## src/rtl/if_stage_pkg.sv

```systemverilog
// Shared definitions for the instruction-fetch stage: bus widths,
// fetch FSM state encoding and common constants.
package if_stage_pkg;

  localparam int ADDR_W  = 32;
  localparam int INST_W  = 32;
  localparam int STALL_W = 6;

  localparam logic [ADDR_W-1:0] ZERO_WORD = '0;
  localparam logic [ADDR_W-1:0] PC_STEP   = 32'd4;

  localparam logic ENABLE  = 1'b1;
  localparam logic DISABLE = 1'b0;

  // FETCH: request pending or about to be issued
  // VALID: instruction presented to IF/ID
  // DISCARD: redirected while a request was in flight; its data is dropped
  typedef enum logic [1:0] {
    FETCH   = 2'd0,
    VALID   = 2'd1,
    DISCARD = 2'd2
  } if_state_e;

endpackage

```

## src/rtl/if_stage_if.sv

```systemverilog
// Fetch bus between the IF stage (master) and the memory controller (slave).
// mem_req is held until a one-cycle mem_done pulse; mem_addr is stable meanwhile.
interface if_stage_if;
  import if_stage_pkg::*;

  logic              mem_req;
  logic [ADDR_W-1:0] mem_addr;
  logic              mem_done;
  logic [INST_W-1:0] mem_data;

  modport master (output mem_req, output mem_addr, input mem_done, input mem_data);
  modport slave  (input mem_req, input mem_addr, output mem_done, output mem_data);

endinterface

```

## src/rtl/if_stage_icache.sv

```systemverilog
// Direct-mapped instruction cache, one instruction per line.
// Combinational lookup, synchronous write; valid bits clear on rst.
// Only instantiated by if_stage when IF_ICACHE_EN is defined.
module if_icache #(
  parameter int IDX_W = 7
) (
  input  logic               clk,
  input  logic               rst,
  input  logic               wr_en,
  input  logic [IDX_W-1:0]   wr_idx,
  input  logic [31-IDX_W-2:0] wr_tag,
  input  logic [31:0]        wr_data,
  input  logic [IDX_W-1:0]   rd_idx,
  input  logic [31-IDX_W-2:0] rd_tag,
  output logic               rd_hit,
  output logic [31:0]        rd_data
);

  localparam int LINES = 1 << IDX_W;
  localparam int TAG_W = 32 - IDX_W - 2;

  logic [TAG_W-1:0] tag_mem  [LINES];
  logic [31:0]      data_mem [LINES];
  logic [LINES-1:0] valid_q;

  genvar gi;
  generate
    for (gi = 0; gi < LINES; gi++) begin : g_valid
      // per-line valid bit: cleared by reset, set by a fill of this line
      always_ff @(posedge clk) begin
        if (rst)
          valid_q[gi] <= 1'b0;
        else if (wr_en && (wr_idx == IDX_W'(gi)))
          valid_q[gi] <= 1'b1;
      end
    end
  endgenerate

  // tag and data fill on every accepted memory response
  always_ff @(posedge clk) begin
    if (wr_en) begin
      tag_mem[wr_idx]  <= wr_tag;
      data_mem[wr_idx] <= wr_data;
    end
  end

  assign rd_hit  = valid_q[rd_idx] && (tag_mem[rd_idx] == rd_tag);
  assign rd_data = data_mem[rd_idx];

endmodule

```

## src/rtl/if_stage.sv

```systemverilog
// Instruction-fetch stage: holds the PC, fetches through the memory
// controller and presents {if_pc, if_inst} to IF/ID.
// Optional feature macro: IF_ICACHE_EN (direct-mapped icache in front of memory).
module if_stage
  import if_stage_pkg::*;
#(
  parameter logic [ADDR_W-1:0] RESET_PC = 32'h0
`ifdef IF_ICACHE_EN
  , parameter int ICACHE_IDX_W = 7
`endif
) (
  input  logic               clk,
  input  logic               rst,
  input  logic               rdy,
  input  logic [STALL_W-1:0] stall_ctrler,
  input  logic               jump_enable,
  input  logic [ADDR_W-1:0]  jump_addr,
  if_stage_if.master         mem,
  output logic [ADDR_W-1:0]  if_pc,
  output logic [INST_W-1:0]  if_inst,
  output logic               if_stall_req
);

  if_state_e         state_q, state_d;
  logic [ADDR_W-1:0] pc_q, pc_d;
  logic              mem_req_q, mem_req_d;
  logic [ADDR_W-1:0] mem_addr_q, mem_addr_d;
  logic [ADDR_W-1:0] if_pc_q, if_pc_d;
  logic [INST_W-1:0] if_inst_q, if_inst_d;
  logic              enter_fetch;

  // only bit0 (IF/ID back-pressure) concerns this stage
  logic unused_stall;
  assign unused_stall = ^stall_ctrler[STALL_W-1:1];

`ifdef IF_ICACHE_EN
  logic              cache_hit;
  logic [INST_W-1:0] cache_data;
  logic              cache_wr;

  // fill only from responses accepted in FETCH; DISCARD data is never cached
  assign cache_wr = rdy && (state_q == FETCH) && mem_req_q && mem.mem_done && !jump_enable;

  if_icache #(.IDX_W(ICACHE_IDX_W)) u_icache (
    .clk     (clk),
    .rst     (rst),
    .wr_en   (cache_wr),
    .wr_idx  (pc_q[ICACHE_IDX_W+1:2]),
    .wr_tag  (pc_q[31:ICACHE_IDX_W+2]),
    .wr_data (mem.mem_data),
    .rd_idx  (pc_d[ICACHE_IDX_W+1:2]),
    .rd_tag  (pc_d[31:ICACHE_IDX_W+2]),
    .rd_hit  (cache_hit),
    .rd_data (cache_data)
  );
`endif

  // next PC and whether the stage (re)enters FETCH; jump wins over everything
  always_comb begin
    pc_d        = pc_q;
    enter_fetch = 1'b0;
    case (state_q)
      FETCH: begin
        if (jump_enable) begin
          pc_d        = jump_addr;
          enter_fetch = !mem_req_q;
        end
      end
      VALID: begin
        if (jump_enable) begin
          pc_d        = jump_addr;
          enter_fetch = 1'b1;
        end else if (!stall_ctrler[0]) begin
          pc_d        = pc_q + PC_STEP;
          enter_fetch = 1'b1;
        end
      end
      DISCARD: begin
        if (jump_enable)
          pc_d = jump_addr;
        // the in-flight response also retires here even if a new jump lands,
        // otherwise the FSM would wait on a request that already completed
        if (mem.mem_done)
          enter_fetch = 1'b1;
      end
      default: ;
    endcase
  end

  // FSM next-state and bus/output register updates
  always_comb begin
    state_d    = state_q;
    mem_req_d  = mem_req_q;
    mem_addr_d = mem_addr_q;
    if_pc_d    = if_pc_q;
    if_inst_d  = if_inst_q;
    case (state_q)
      FETCH: begin
        if (jump_enable) begin
          // an outstanding request is never aborted: drain it in DISCARD
          if (mem_req_q)
            state_d = DISCARD;
        end else if (mem_req_q) begin
          if (mem.mem_done) begin
            if_inst_d = mem.mem_data;
            if_pc_d   = pc_q;
            mem_req_d = DISABLE;
            state_d   = VALID;
          end
        end else begin
          mem_req_d  = ENABLE;
          mem_addr_d = pc_q;
        end
      end
      VALID: ;
      DISCARD: begin
        if (mem.mem_done)
          mem_req_d = DISABLE;
      end
      default: state_d = FETCH;
    endcase
    if (enter_fetch) begin
      state_d = FETCH;
`ifdef IF_ICACHE_EN
      if (cache_hit) begin
        state_d   = VALID;
        if_pc_d   = pc_d;
        if_inst_d = cache_data;
      end
`endif
    end
  end

  // state registers; rdy low freezes everything
  always_ff @(posedge clk) begin
    if (rst) begin
      state_q    <= FETCH;
      pc_q       <= RESET_PC;
      mem_req_q  <= DISABLE;
      mem_addr_q <= ZERO_WORD;
      if_pc_q    <= ZERO_WORD;
      if_inst_q  <= ZERO_WORD;
    end else if (rdy) begin
      state_q    <= state_d;
      pc_q       <= pc_d;
      mem_req_q  <= mem_req_d;
      mem_addr_q <= mem_addr_d;
      if_pc_q    <= if_pc_d;
      if_inst_q  <= if_inst_d;
    end
  end

  assign mem.mem_req   = mem_req_q;
  assign mem.mem_addr  = mem_addr_q;
  assign if_pc         = if_pc_q;
  assign if_inst       = if_inst_q;
  assign if_stall_req  = (state_q != VALID);

endmodule

```

## src/flat_wrapper.sv

```systemverilog
// flat-port wrapper written by rule: the top's interface ports become plain ports
module if_stage_flat import if_stage_pkg::*;
#(
  parameter logic [ADDR_W-1:0] RESET_PC = 32'h0

)
  (clk, rst, rdy, stall_ctrler, jump_enable, jump_addr, if_pc, if_inst, if_stall_req, mem_mem_req, mem_mem_addr, mem_mem_done, mem_mem_data);
  if_stage_if mem_i ();
  input  logic clk;
  input  logic rst;
  input  logic rdy;
  input  logic [STALL_W-1:0] stall_ctrler;
  input  logic jump_enable;
  input  logic [ADDR_W-1:0] jump_addr;
  output logic [ADDR_W-1:0] if_pc;
  output logic [INST_W-1:0] if_inst;
  output logic if_stall_req;
  output wire logic [$bits(mem_i.mem_req)-1:0] mem_mem_req;
  output wire logic [$bits(mem_i.mem_addr)-1:0] mem_mem_addr;
  input wire logic [$bits(mem_i.mem_done)-1:0] mem_mem_done;
  input wire logic [$bits(mem_i.mem_data)-1:0] mem_mem_data;
  assign mem_mem_req = mem_i.mem_req;
  assign mem_mem_addr = mem_i.mem_addr;
  assign mem_i.mem_done = mem_mem_done;
  assign mem_i.mem_data = mem_mem_data;
  if_stage #(.RESET_PC(RESET_PC)) u_core (.clk(clk), .rst(rst), .rdy(rdy), .stall_ctrler(stall_ctrler), .jump_enable(jump_enable), .jump_addr(jump_addr), .mem(mem_i), .if_pc(if_pc), .if_inst(if_inst), .if_stall_req(if_stall_req));
endmodule
```

## config.mk

```make
export PLATFORM = sky130hd
export DESIGN_NAME = if_stage_flat
export DESIGN_NICKNAME = d
export VERILOG_FILES = /design/src/rtl/if_stage_pkg.sv /design/src/rtl/if_stage_if.sv /design/src/rtl/if_stage_icache.sv /design/src/rtl/if_stage.sv /design/src/flat_wrapper.sv
export SDC_FILE = /design/constraint.sdc
export NUM_CORES = 1
export LEC_CHECK = 0
export CORE_MARGIN = 5
export CORE_UTILIZATION = 51
export CTS_CLUSTER_DIAMETER = 100
export CTS_CLUSTER_SIZE = 24
export DETAILED_ROUTE_END_ITERATION = 10
export HOLD_SLACK_MARGIN = 0.08
export PLACE_DENSITY = 0.91
export REMOVE_ABC_BUFFERS = 1
export SYNTH_ARGS = -nofsm -noshare
export SYNTH_HDL_FRONTEND = slang
export SYNTH_HIERARCHICAL = 1
export SYNTH_SLANG_ARGS = --single-unit
```

## constraint.sdc

```tcl
create_clock -name clk -period 3.35 [get_ports clk]
set_clock_uncertainty 0.15 [all_clocks]
set_input_delay 0.67 -clock clk [delete_from_list [all_inputs] [get_ports clk]]
set_output_delay 0.67 -clock clk [all_outputs]
set_load 0.02 [all_outputs]
```

# --- After elaboration in Yosys (flattened, before gate mapping) ---
# Cells that the tools add are included.
word_totals:
  latchBits: 0
  elab_cells: 50
  input_bits: 75
  n_memories: 0
  ramBits: 0
  output_inout_bits: 98
  reg_bits: 131
  rom_bits: 0
op_classes:
  n_shift: 0
  bitwise_logic: 2
  n_reduce_logical: 11
  mux: 20
  n_mul: 0
  div_mod_pow: 0
  addsub: 1
  n_lt_le_gt_ge: 0
  eq_ne: 10
ops:
  columns: ["cell", "count"]
  rows:
  - ["$mux 32", 3]
  - ["$pmux 32 s2", 1]
  - ["$add 32x3->32 const B", 1]
  - ["$reduce_and 4->1", 4]
  - ["$mux 2", 5]
  - ["$mux 1", 8]
  - ["$ne 2x1->1 const B", 3]
  - ["$reduce_and 5->1", 1]
  - ["$ne 2x2->1 const B", 2]
  - ["$ne 4x3->1 const B", 1]
  - ["$pmux 2 s2", 1]
  - ["$reduce_bool 2->1", 2]
  - ["$reduce_or 2->1", 2]
  - ["$ne 3x1->1 const B", 1]
  - ["$ne 3x3->1 const B", 1]
  - ["$pmux 1 s3", 1]
  - ["$eq 2x1->1 const B", 1]
  - ["$eq 2x2->1 const B", 1]
  - ["$logic_not 2->1", 1]
  - ["$not 1->1", 2]
  - ["$pmux 1 s2", 1]
  - ["$logic_not 1->1", 1]

# --- Longest topological paths before layout ---
logic_depth:
  depth_word: 5
  ltp_mapped: 10

# --- Worst setup path before layout ---
# OpenSTA, ideal clock, no wires.
synth_timing:
  path_kind: "reg-to-reg"
  from: "reg u_core.state_q[0]"
  to: "reg u_core.pc_q[29]"
  arrival_time_ns: 1.923
  stages_incl_launch_ff: 9
  slack_ns: 1.145
  setup_time_ns: 0.132
  required_ns: 3.068
  cell_sequence: "dfxtp_1 > inv_1 > ha_1 > or3_1 > clkbuf_1 > clkbuf_1 > nand3_1 > a21oi_1 > or3b_2"
synth_via:
  elab_chain_cells: 4
  word_cells_on_any_way: 9
synth_lines:
  columns: ["item", "line", "text"]
  rows:
  - ["from (decl)", "if_stage.sv:24", "if_state_e state_q, state_d;"]
  - ["from (signal assigned)", "if_stage.sv:144", "state_q <= state_d;"]
  - ["$eq 2x2->1 / $logic_not 2->1 (equally long branches)", "if_stage.sv:62", "case (state_q)"]
  - ["$reduce_or 2->1 (no source line)", null, null]
  - ["$ne 2x1->1 (no source line) / $reduce_bool 2->1 (equally long branches)", null, null]
  - ["$reduce_and 4->1 (no source line)", null, null]
  - ["to (signal assigned)", "if_stage.sv:145", "pc_q <= pc_d;"]
  - ["to (decl)", "if_stage.sv:25", "logic [ADDR_W-1:0] pc_q, pc_d;"]
# Parallel ways exist; a longest one is shown, timed or not.
# A chain may end at the register's enable or synchronous reset.

# --- Worst setup path after layout ---
layout_timing:
  from: "reg u_core.state_q[1]"
  to: "out if_stall_req"
layout_via:
  elab_chain_cells: 1
layout_lines:
  columns: ["item", "line", "text"]
  rows:
  - ["$ne 2x1->1", "if_stage.sv:157", "assign if_stall_req = (state_q != VALID);"]
  - ["to (decl)", "flat_wrapper.sv:17", "output logic if_stall_req;"]
# No other way between the ends.

==> impl_metrics.tcl <==
set metrics [dict create \
    status "finished clean" \
    syn_inst 751 \
    n_antenna_cell 0 \
    rsz0062_at_grt "false" \
    power_uw 3790 \
    worstMarginPinSlew_ps 695 \
    via_per_inst 5.58 \
    ctsResizeCount 0 \
    wl_per_cell_um 15.3 \
    grt.overflow.total 0 \
    fin_util_pct 73.8 \
    arrival_ps 1930 \
    critPathLaunchType "flip-flop" \
    ff2ff_setup_slack_ps 900 \
    yosys_warnings 6 \
    fmax_mhz 364 \
    post_cts_buffers 0 \
    nFillCells 829 \
    maxCapViolCount 0 \
    p_per_area_mw_per_mm2 473 \
    ys.flop_type "dfxtp_1" \
    dieWidth_um 115 \
    initial_core_util_pct 52.1 \
    io_buffers 167 \
    seq_power_share_pct 43.8 \
    final.setup.tns_ps 0 \
    rows 38 \
    finalNetCount 977 \
    htree_levels 4 \
    syn_to_final_growth_pct 41.8 \
    routed_wl_mm 16.1 \
    drt_first_pass_iters 5 \
    power_switching_uw 916 \
    p_clk_share_pct 47.1 \
    path_class "flip-flop to output port" \
    drc_errors 0 \
    path_clk_slew_ps 60 \
    async_flop_share_pct 0 \
    antenna_found_initial 0 \
    synth.cell_area_sq_mm 0.00565 \
    ant_nets 0 \
    max-clock-path-buffers 2 \
    gp_congestion 0.895 \
    fin_crit_sh_pct 82.0 \
    drtIter0Drc 515 \
    drive_gt1_share_pct 7.14 \
    grt_first_pass_wirelength_mm 25.9 \
    hold_class "flip-flop to flip-flop" \
    synth-seq-cells 131 \
    grt_pass1_vias 5537 \
    cp.required_ps 2530 \
    cellLeakagePower_uw 0.00276 \
    final-hold-violation-count 0 \
    cts_tree "built" \
    clk_latency_ps 510 \
    p_int_uw 2870 \
    numCtsBuffers 17 \
    grt_start_max_net_pins 61 \
    ir_drop_v 0.000399 \
    dp_hpwl_mm 10.9 \
    die_h_um 115 \
    slew_viol_final 0 \
    synth_edf_count 0 \
    switching_share_pct 24.2 \
    yosysSeqAreaShare_pct 46.5 \
    min_period_ps 2750 \
    core_sq_mm 0.0108 \
    relSlewSlack_pct 53.2 \
    cts_hold_buf 0 \
    avgSynthCellArea_sq_um 7.52 \
    cp-end-kind "output port" \
    worst_hold_slack_ps 301 \
    io_pins 173 \
    finalSetupViolations 0 \
    synth.distinct_cells 50 \
    cts_root_buffer "clkbuf_8" \
    track_usage_pct 24.1 \
    design.die.area_sq_mm 0.0133 \
    p_comb_share_pct 9.1 \
    vias 5864 \
    cts.sinks 131 \
    critPathMaxFanout 5 \
    pre_cts_ws_ps 515 \
    fin_ws_ps 603 \
]
-- final timing paths --
path | start | to | depth (start not counted)
worst max register to register | u_core/pc_q[2] | u_core/pc_q[30] | 6
worst min register to register | u_core/if_pc[14] | u_core/if_pc[14] | 2
worst max-delay path | u_core/state_q[1] | if_stall_req | 4
worst min-delay path | u_core/if_pc[14] | u_core/if_pc[14] | 2
-- layout make-up --
cell class | instances | area (sq um) | share of cell area, %
clock buffers | 21 | 449 | 5.61
clock inverters | 11 | 128 | 1.59
inverters | 7 | 26.3 | 0.328
multi-input cells | 554 | 2780 | 34.7
flip-flops and latches | 131 | 2620 | 32.8
well taps | 140 | 175 | 2.19
repair buffers | 186 | 1820 | 22.8
-- cell usage after synthesis, drive strengths merged (3+ instances only) --
library cell	instances	area [sq um]
buf	10	46.3
a22oi	6	45.0
ha	5	62.6
mux2i	4	40.0
a21oi	121	606
dfxtp	131	2620
o22ai	3	18.8
nand3b	3	22.5
o211ai	3	22.5
nor2	41	156
o21ai	18	90.1
nand2b	3	18.8
clkbuf	49	186
nand4	11	105
nand3	24	125
inv	7	26.3
or4	3	22.5
a32o	3	30.0
or3	10	62.6
nor4	8	71.3
and3	4	25.0
nor3	8	51.3
a31oi	12	75.1
nand2	238	893
-- power by group through the flow --
stage                     combinational (uW)  sequential (uW)  clock [uW]
final                                    346             1660        1780
after global routing                     376             1670        1890
after CTS                                345             1660        1820
after detailed placement                 343             1690           0
after global placement                   337             1690           0
after floorplan                          129             1700           0
-- sequential cells by signal (all words and copies together), names as in the netlist --
signal,cells
u_core/if_inst,32
u_core/if_pc,32
u_core/pc_q,32
u_core/mem.mem_addr,32
u_core/state_q,2
u_core/mem.mem_req,1
-- placed cells by master, fill, tap and decap left out, types with 3 or more instances in the layout --
cell	n
nand2_1	238
clkdlybuf4s50_1	166
dfxtp_1	131
a21oi_1	121
nor2_1	40
nand3_1	22
buf_4	19
o21ai_0	18
clkbuf_16	16
a31oi_1	12
or3_1	10
nand4_1	8
inv_1	7
a22oi_1	6
nor4_1	6
nor3_1	5
ha_1	5
mux2i_1	4
clkbuf_8	3
clkinvlp_4	3
nand3b_1	3
o211ai_1	3
nand2b_1	3
and3_1	3
o22ai_1	3
a32o_1	3
or4_1	3
-- kinds of logic (layout without fill, tap and decap cells) --
family | Yosys count | count (layout) | synth area share, %
multiplexers | 4 | 4 | 0.709
AO/OA/AOI/OAI | 187 | 187 | 18.9
flip-flops | 131 | 131 | 46.5
adder cells (fa/ha/maj) | 5 | 5 | 1.11
AND/OR/NAND/NOR | 358 | 358 | 28.2
buffers and inverters | 66 | 225 | 4.59
-- worst max-delay path: stages (launching register included) --
cell             delay, ps
dfxtp_1                410
inv_1                   90
ha_1                   230
inv_1                   90
clkdlybuf4s50_1        600
-- stage by stage --
| stage | cells | area, sq um |
|---|---|---|
| final | 1050 | 8010 |
| after detailed placement | 1018 | 7430 |
| after floorplan | 692 | 5410 |
| after CTS | 1050 | 8010 |
| after global placement | 1018 | 7430 |
| after global routing | 1050 | 8010 |
-- metal layers --
metal  global-route usage [%]  wire length [um]
met2                     41.3              7970
met4                     9.23               354
met5                        0                 0
met3                     7.05              1400
met1                     28.4              6360
(Power assumes the default switching activity.)
